File: src/rtl/change_dispenser.sv
// Output-actuator stage after vending_machine: runs the goods motor, then pays change
// one coin at a time through a hopper, confirming each coin with the exit sensor.
module change_dispenser #(
   parameter int unsigned VEND_CYCLES    = 8,
   parameter int unsigned PULSE_CYCLES   = 4,
   parameter int unsigned TIMEOUT_CYCLES = 64
) (
   input  logic       clk,
   input  logic       rst,
   input  logic [3:0] change,
   input  logic [2:0] sell,
   input  logic       hopper_sense,
   output logic [2:0] goods_drive,
   output logic       hopper_drive,
   output logic [3:0] coins_out,
   output logic       busy,
   output logic       done,
   output logic       sel_err,
   output logic       fault
);

   localparam int unsigned MAX_VP  = (VEND_CYCLES > PULSE_CYCLES) ? VEND_CYCLES : PULSE_CYCLES;
   localparam int unsigned MAX_CYC = (MAX_VP > TIMEOUT_CYCLES) ? MAX_VP : TIMEOUT_CYCLES;
   localparam int unsigned TW      = $clog2(MAX_CYC + 1);

   typedef enum logic [2:0] {
      IDLE      = 3'd0,
      VEND      = 3'd1,
      PAY_DRIVE = 3'd2,
      PAY_WAIT  = 3'd3,
      DONE      = 3'd4,
      FAULT     = 3'd5
   } state_t;

   state_t          state_q, state_d;
   logic            armed_q, armed_d;
   logic [3:0]      rem_q, rem_d;
   logic [2:0]      goods_q, goods_d;
   logic            err_q, err_d;
   logic [TW-1:0]   timer_q, timer_d;
   logic            sense_q;
   logic [3:0]      coins_d;
   logic [2:0]      goods_drive_d;
   logic            hopper_drive_d, busy_d, done_d, sel_err_d, fault_d;

   logic inputs_zero, sell_onehot, sense_edge, accept;

   always_comb begin
      inputs_zero = (change == 4'd0) && (sell == 3'd0);
      sell_onehot = (sell == 3'b001) || (sell == 3'b010) || (sell == 3'b100);
      sense_edge  = hopper_sense && !sense_q;
      accept      = sense_edge && (rem_q != 4'd0) &&
                    ((state_q == PAY_DRIVE) || (state_q == PAY_WAIT));
   end

   // Next-state, datapath and next-output logic
   always_comb begin
      state_d = state_q;
      armed_d = armed_q || inputs_zero;
      rem_d   = rem_q;
      goods_d = goods_q;
      err_d   = err_q;
      timer_d = timer_q + TW'(1);
      coins_d = coins_out;

      case (state_q)
         IDLE: begin
            timer_d = '0;
            if (armed_q && !inputs_zero) begin
               armed_d = 1'b0;
               rem_d   = change;
               goods_d = sell_onehot ? sell : 3'd0;
               err_d   = !sell_onehot && (sell != 3'd0);
               coins_d = 4'd0;
               if (sell_onehot)          state_d = VEND;
               else if (change != 4'd0)  state_d = PAY_DRIVE;
               else                      state_d = DONE;
            end
         end
         VEND: begin
            if (timer_q == TW'(VEND_CYCLES - 1)) begin
               timer_d = '0;
               state_d = (rem_q != 4'd0) ? PAY_DRIVE : DONE;
            end
         end
         PAY_DRIVE, PAY_WAIT: begin
            // A confirmed coin outranks both pulse end and timeout
            if (accept) begin
               rem_d   = rem_q - 4'd1;
               coins_d = coins_out + 4'd1;
               timer_d = '0;
               state_d = (rem_q == 4'd1) ? DONE : PAY_DRIVE;
            end else if (state_q == PAY_DRIVE) begin
               if (timer_q == TW'(PULSE_CYCLES - 1)) begin
                  timer_d = '0;
                  state_d = PAY_WAIT;
               end
            end else if (timer_q == TW'(TIMEOUT_CYCLES)) begin
               timer_d = '0;
               state_d = FAULT;
            end
         end
         DONE: begin
            timer_d = '0;
            state_d = IDLE;
         end
         FAULT: begin
            timer_d = '0;
         end
         default: begin
            timer_d = '0;
            state_d = IDLE;
         end
      endcase

      goods_drive_d  = (state_d == VEND) ? goods_d : 3'd0;
      hopper_drive_d = (state_d == PAY_DRIVE);
      busy_d         = (state_d != IDLE);
      done_d         = (state_d == DONE);
      sel_err_d      = (state_d == DONE) && err_d;
      fault_d        = (state_d == FAULT);
   end

   always_ff @(posedge clk or posedge rst) begin
      if (rst) begin
         state_q      <= IDLE;
         armed_q      <= 1'b0;
         rem_q        <= 4'd0;
         goods_q      <= 3'd0;
         err_q        <= 1'b0;
         timer_q      <= '0;
         sense_q      <= 1'b0;
         coins_out    <= 4'd0;
         goods_drive  <= 3'd0;
         hopper_drive <= 1'b0;
         busy         <= 1'b0;
         done         <= 1'b0;
         sel_err      <= 1'b0;
         fault        <= 1'b0;
      end else begin
         state_q      <= state_d;
         armed_q      <= armed_d;
         rem_q        <= rem_d;
         goods_q      <= goods_d;
         err_q        <= err_d;
         timer_q      <= timer_d;
         sense_q      <= hopper_sense;
         coins_out    <= coins_d;
         goods_drive  <= goods_drive_d;
         hopper_drive <= hopper_drive_d;
         busy         <= busy_d;
         done         <= done_d;
         sel_err      <= sel_err_d;
         fault        <= fault_d;
      end
   end

endmodule

File: config.mk
export PLATFORM = sky130hd
export DESIGN_NAME = change_dispenser
export DESIGN_NICKNAME = d
export VERILOG_FILES = /design/src/rtl/change_dispenser.sv
export SDC_FILE = /design/constraint.sdc
export NUM_CORES = 1
export LEC_CHECK = 0
export BUFFER_PORTS_ARGS = -buffer_cell sky130_fd_sc_hd__buf_4
export CAP_MARGIN = 5
export CORE_MARGIN = 8
export CORE_UTILIZATION = 56
export DETAILED_ROUTE_END_ITERATION = 12
export PLACE_DENSITY_LB_ADDON = 0.2
export RECOVER_POWER = 100
export SETUP_SLACK_MARGIN = 0.2
export SKIP_LAST_GASP = 1
export SLEW_MARGIN = 5
export SYNTH_ARGS = -nofsm -noshare
export SYNTH_HDL_FRONTEND = slang
export SYNTH_SLANG_ARGS = --single-unit
export TNS_END_PERCENT = 100
File: constraint.sdc
create_clock -name clk -period 2 [get_ports clk]
set_input_delay 0.2 -clock clk [delete_from_list [all_inputs] [get_ports clk]]
set_output_delay 0.2 -clock clk [all_outputs]
set_load 0.02 [all_outputs]
==> reports/qor.yml <==
clocking:
  insertion_delay_ns: 0.33
  clock_sinks: 32
  cts_tree: "built"
  clockBufferDepth: 2
  cts_buffers: 5
  root_buffer: "clkbuf_4"
  clkTransAtPathRegs_ns: 0.09
  h-tree-depth: 2
synthesis:
  yosysTopAreaCellShare: 0.471
  ys_async_sr_fraction: 1.00
  synth_edf_count: 0
  avgSynthCellArea_um2: 10.1
  syn_inst: 168
  synth_area_leaders: "dfrtp_1 (47%), nand2_1 (4.4%), nor2_1 (4.0%)"
  yosysWarnings: 0
  ys_ff_latch: 32
  synth_ff_type: "dfrtp_1"
  ys_types: 45
  syn-cell-area_mm2: 0.00170
  synth_top_cell_by_area: "dfrtp_1"
  syn-num-nets: 183
  ys_seq_area_frac: 0.471
pwr:
  p_sw_frac: 0.340
  p_int_uw: 1170
  comb_power_share: 0.300
  p_per_area_mw_per_mm2: 905
  seq_power_share: 0.486
  p_leak_uw: 0.000916
  power_uw: 1780
  peakVddDrop_v: 0.000539
  pwr-share-clk: 0.213
  power_switching_uw: 606
worst_setup_path:
  r2r_slack_ns: 0.20
  criticalPathCategory: "reg -> reg"
  path_cells: "nor4_4 -> nand2_2 -> a31o_2 -> nor3_4 -> inv_1 -> buf_4"
  arrival_ns: 2.03
  cp.required_ns: 2.23
  critPathBufInv: 2
  critPathTopFamily: "simple AND/OR/NAND/NOR gates"
  worstReg2RegEnd: "state_q[0]$_DFF_PP0_"
  reg2reg_from: "timer_q[3]$_DFF_PP0_"
  cp_slowest_cell: "dfrtp_1"
  crit_path_start_kind: "flop"
  max_stage_delay_ns: 0.47
  worstPathMaxFanout: 6
  endpoint_kind: "flop"
  reg2reg_depth: 6
place:
  placed_area_mm2: 0.00190
  io_buffers: 21
  dp_hpwl_um: 2510
  place_congestion: 0.908
timing:
  fin_setup_tns_ns: 0
  grt_setup_unrepaired: "yes"
  max_clock_freq_mhz: 556
  slew_headroom: 0.494
  tightest_slew_ns: 0.759
  period_minus_slack_ns: 1.80
  maxSlewViolCount: 0
  setup_viol: 0
  fin_worst_skew_ns: 0.00737
  post-route-period-util: 0.900
  finalHoldViolCount: 0
finish:
  syn2layout_area_growth_pct: 15.7
  nets: 217
  utilization: 0.661
  finalInstanceArea_mm2: 0.00197
  diodes: 0
  drive_above_1_share: 0.212
run_status:
  status: "completed"
global_routing:
  grt.overflow.total: 0
  use_met2: 0.242
  track_usage: 0.148
  grt_antenna_before_repair: 0
  grt_pass1_wl_um: 5930
  grt_use_met1: 0.162
  met3_usage: 0.0650
  grt_pass1_vias: 1321
  busiest_layer: "met2"
  grt_max_degree: 33
floorplanning:
  core-area_mm2: 0.00298
  initial_utilization: 0.571
  die_y_um: 71.1
  die_w_um: 71.1
  dieArea_mm2: 0.00506
  fp-row-count: 20
  boundaryPins: 22
run:
  drv_cap: 0
drt:
  antenna_left: 0
  drt_iter0_drc: 107
  wl_per_cell_um: 15.2
  drcViolationCount: 0
  drtPass1Iterations: 4
  drt-total-wl_um: 3590
  routed-via-count: 1343
  viasPerCell: 5.69
min_path:
  hold_path_class: "in -> reg"
  holdCritStartpoint: "sell[1]"
  worstHoldEndpoint: "armed_q$_DFF_PP0_"
  holdPathStages: 2
how the worst max path moves through the flow:
stage                                    start              endpoint  slack (ns)  cells past startpoint
after global placement               change[2]  rem_q[3]$_DFFE_PP0P_        0.21                      6
after CTS                 timer_q[0]$_DFF_PP0_     sel_err$_DFF_PP0_        0.22                      7
after detailed placement  timer_q[0]$_DFF_PP0_     sel_err$_DFF_PP0_        0.17                      7
after global routing      timer_q[3]$_DFF_PP0_     sel_err$_DFF_PP0_        0.09                      6
after floorplan           state_q[0]$_DFF_PP0_  rem_q[1]$_DFFE_PP0P_        0.31                      6
final                     timer_q[3]$_DFF_PP0_  state_q[0]$_DFF_PP0_        0.20                      6
power groups by stage:
stage          Clock, µW  Combinational (µW)  Sequential [µW]
6_report             380                 534              865
5_1_grt              423                 588              881
4_1_cts              391                 488              872
3_5_place_dp           0                 475              880
3_3_place_gp           0                 459              870
2_1_floorplan          0                 327              871
placed cells by master (no fill, tap or decap), types with 2 or more instances in the layout:
cell type       n
nor3_1          4
o21ai_0         6
o22ai_1         2
ha_1            3
clkbuf_4        7
nand3_1         5
nor2_1         18
and2_1          3
clkbuf_2        2
buf_4          15
or3_1           4
dlygate4sd3_1   2
xnor2_1         2
ha_2            2
nand2b_1        2
a31oi_1         2
nor2b_1         3
xor2_1          6
a31o_2          2
nand2_1        20
nor3b_2         2
nand4_1         4
a21oi_1         9
inv_1           7
dfrtp_1        32
clkbuf_1       14
stage by stage:
step                setup slack [ns]  cells  hold WS [ns]
CTS                            0.224    231         0.143
floorplan                      0.306    168         0.231
detailed placement             0.166    220         0.312
global route                  0.0946    236         0.150
finish                         0.201    236         0.138
global placement               0.210    220         0.305
flip-flops by register name, indices dropped and copies added (netlist names), 3 cells and up:
signal and flops:
timer_q 7, coins_out 4, rem_q 4, goods_drive 3, goods_q 3, state_q 3
synth_stat cells (all sizes together), types with 3 or more instances:
cell type and number:
dfrtp 32, nand2 21, nor2 19, a21oi 9, inv 8, o21ai 7, xor2 6, buf 5
ha 5, nand3 5, nor3 5, and2 4, nand4 4, or3 4, nand2b 3, nor2b 3
o22ai 3
kinds of logic (layout without fill, tap and decap cells):
kind of cell / Yosys count / after routing / synth area share
AOI/OAI and AO/OA: 31 / 31 / 0.138
xor gates and xnor gates: 8 / 8 / 0.0412
adders and majority gates: 6 / 6 / 0.0427
DFF: 32 / 32 / 0.471
and+or+nand+nor: 77 / 77 / 0.272
buffers and inverters: 14 / 49 / 0.0346
worst register-to-register path, delay by kind of cell (launching register included):
family          cells  cell delay [ns]
buf+inv             2             0.27
compound gates      1             0.27
simple gates        3             0.71
flops               1             0.47
cell type report:
cell class                 instances  area (µm²)
fill                             265        1010
multi-input combinational        122         833
sequential                        32         801
timing repair buffer              33         203
clock buffer                       8        58.8
tap                               33        41.3
inverter                           8        30.0
layer usage:
metal	routed length, µm	part of all wire	vias to the layer above
met5	0	0	-
met4	21	0.0059	0
met3	232	0.065	2
met2	1870	0.52	40
met1	1470	0.41	651
li1	-	-	650
repair_timing:
action,in CTS,in global routing
gates resized for setup,3,5
setup endpoints to repair,3,20
pin swaps,1,5
hold buffers,2,0
endpoints found under the hold margin,33,0
buffers inserted,1,5
(Power assumes the default switching activity.)
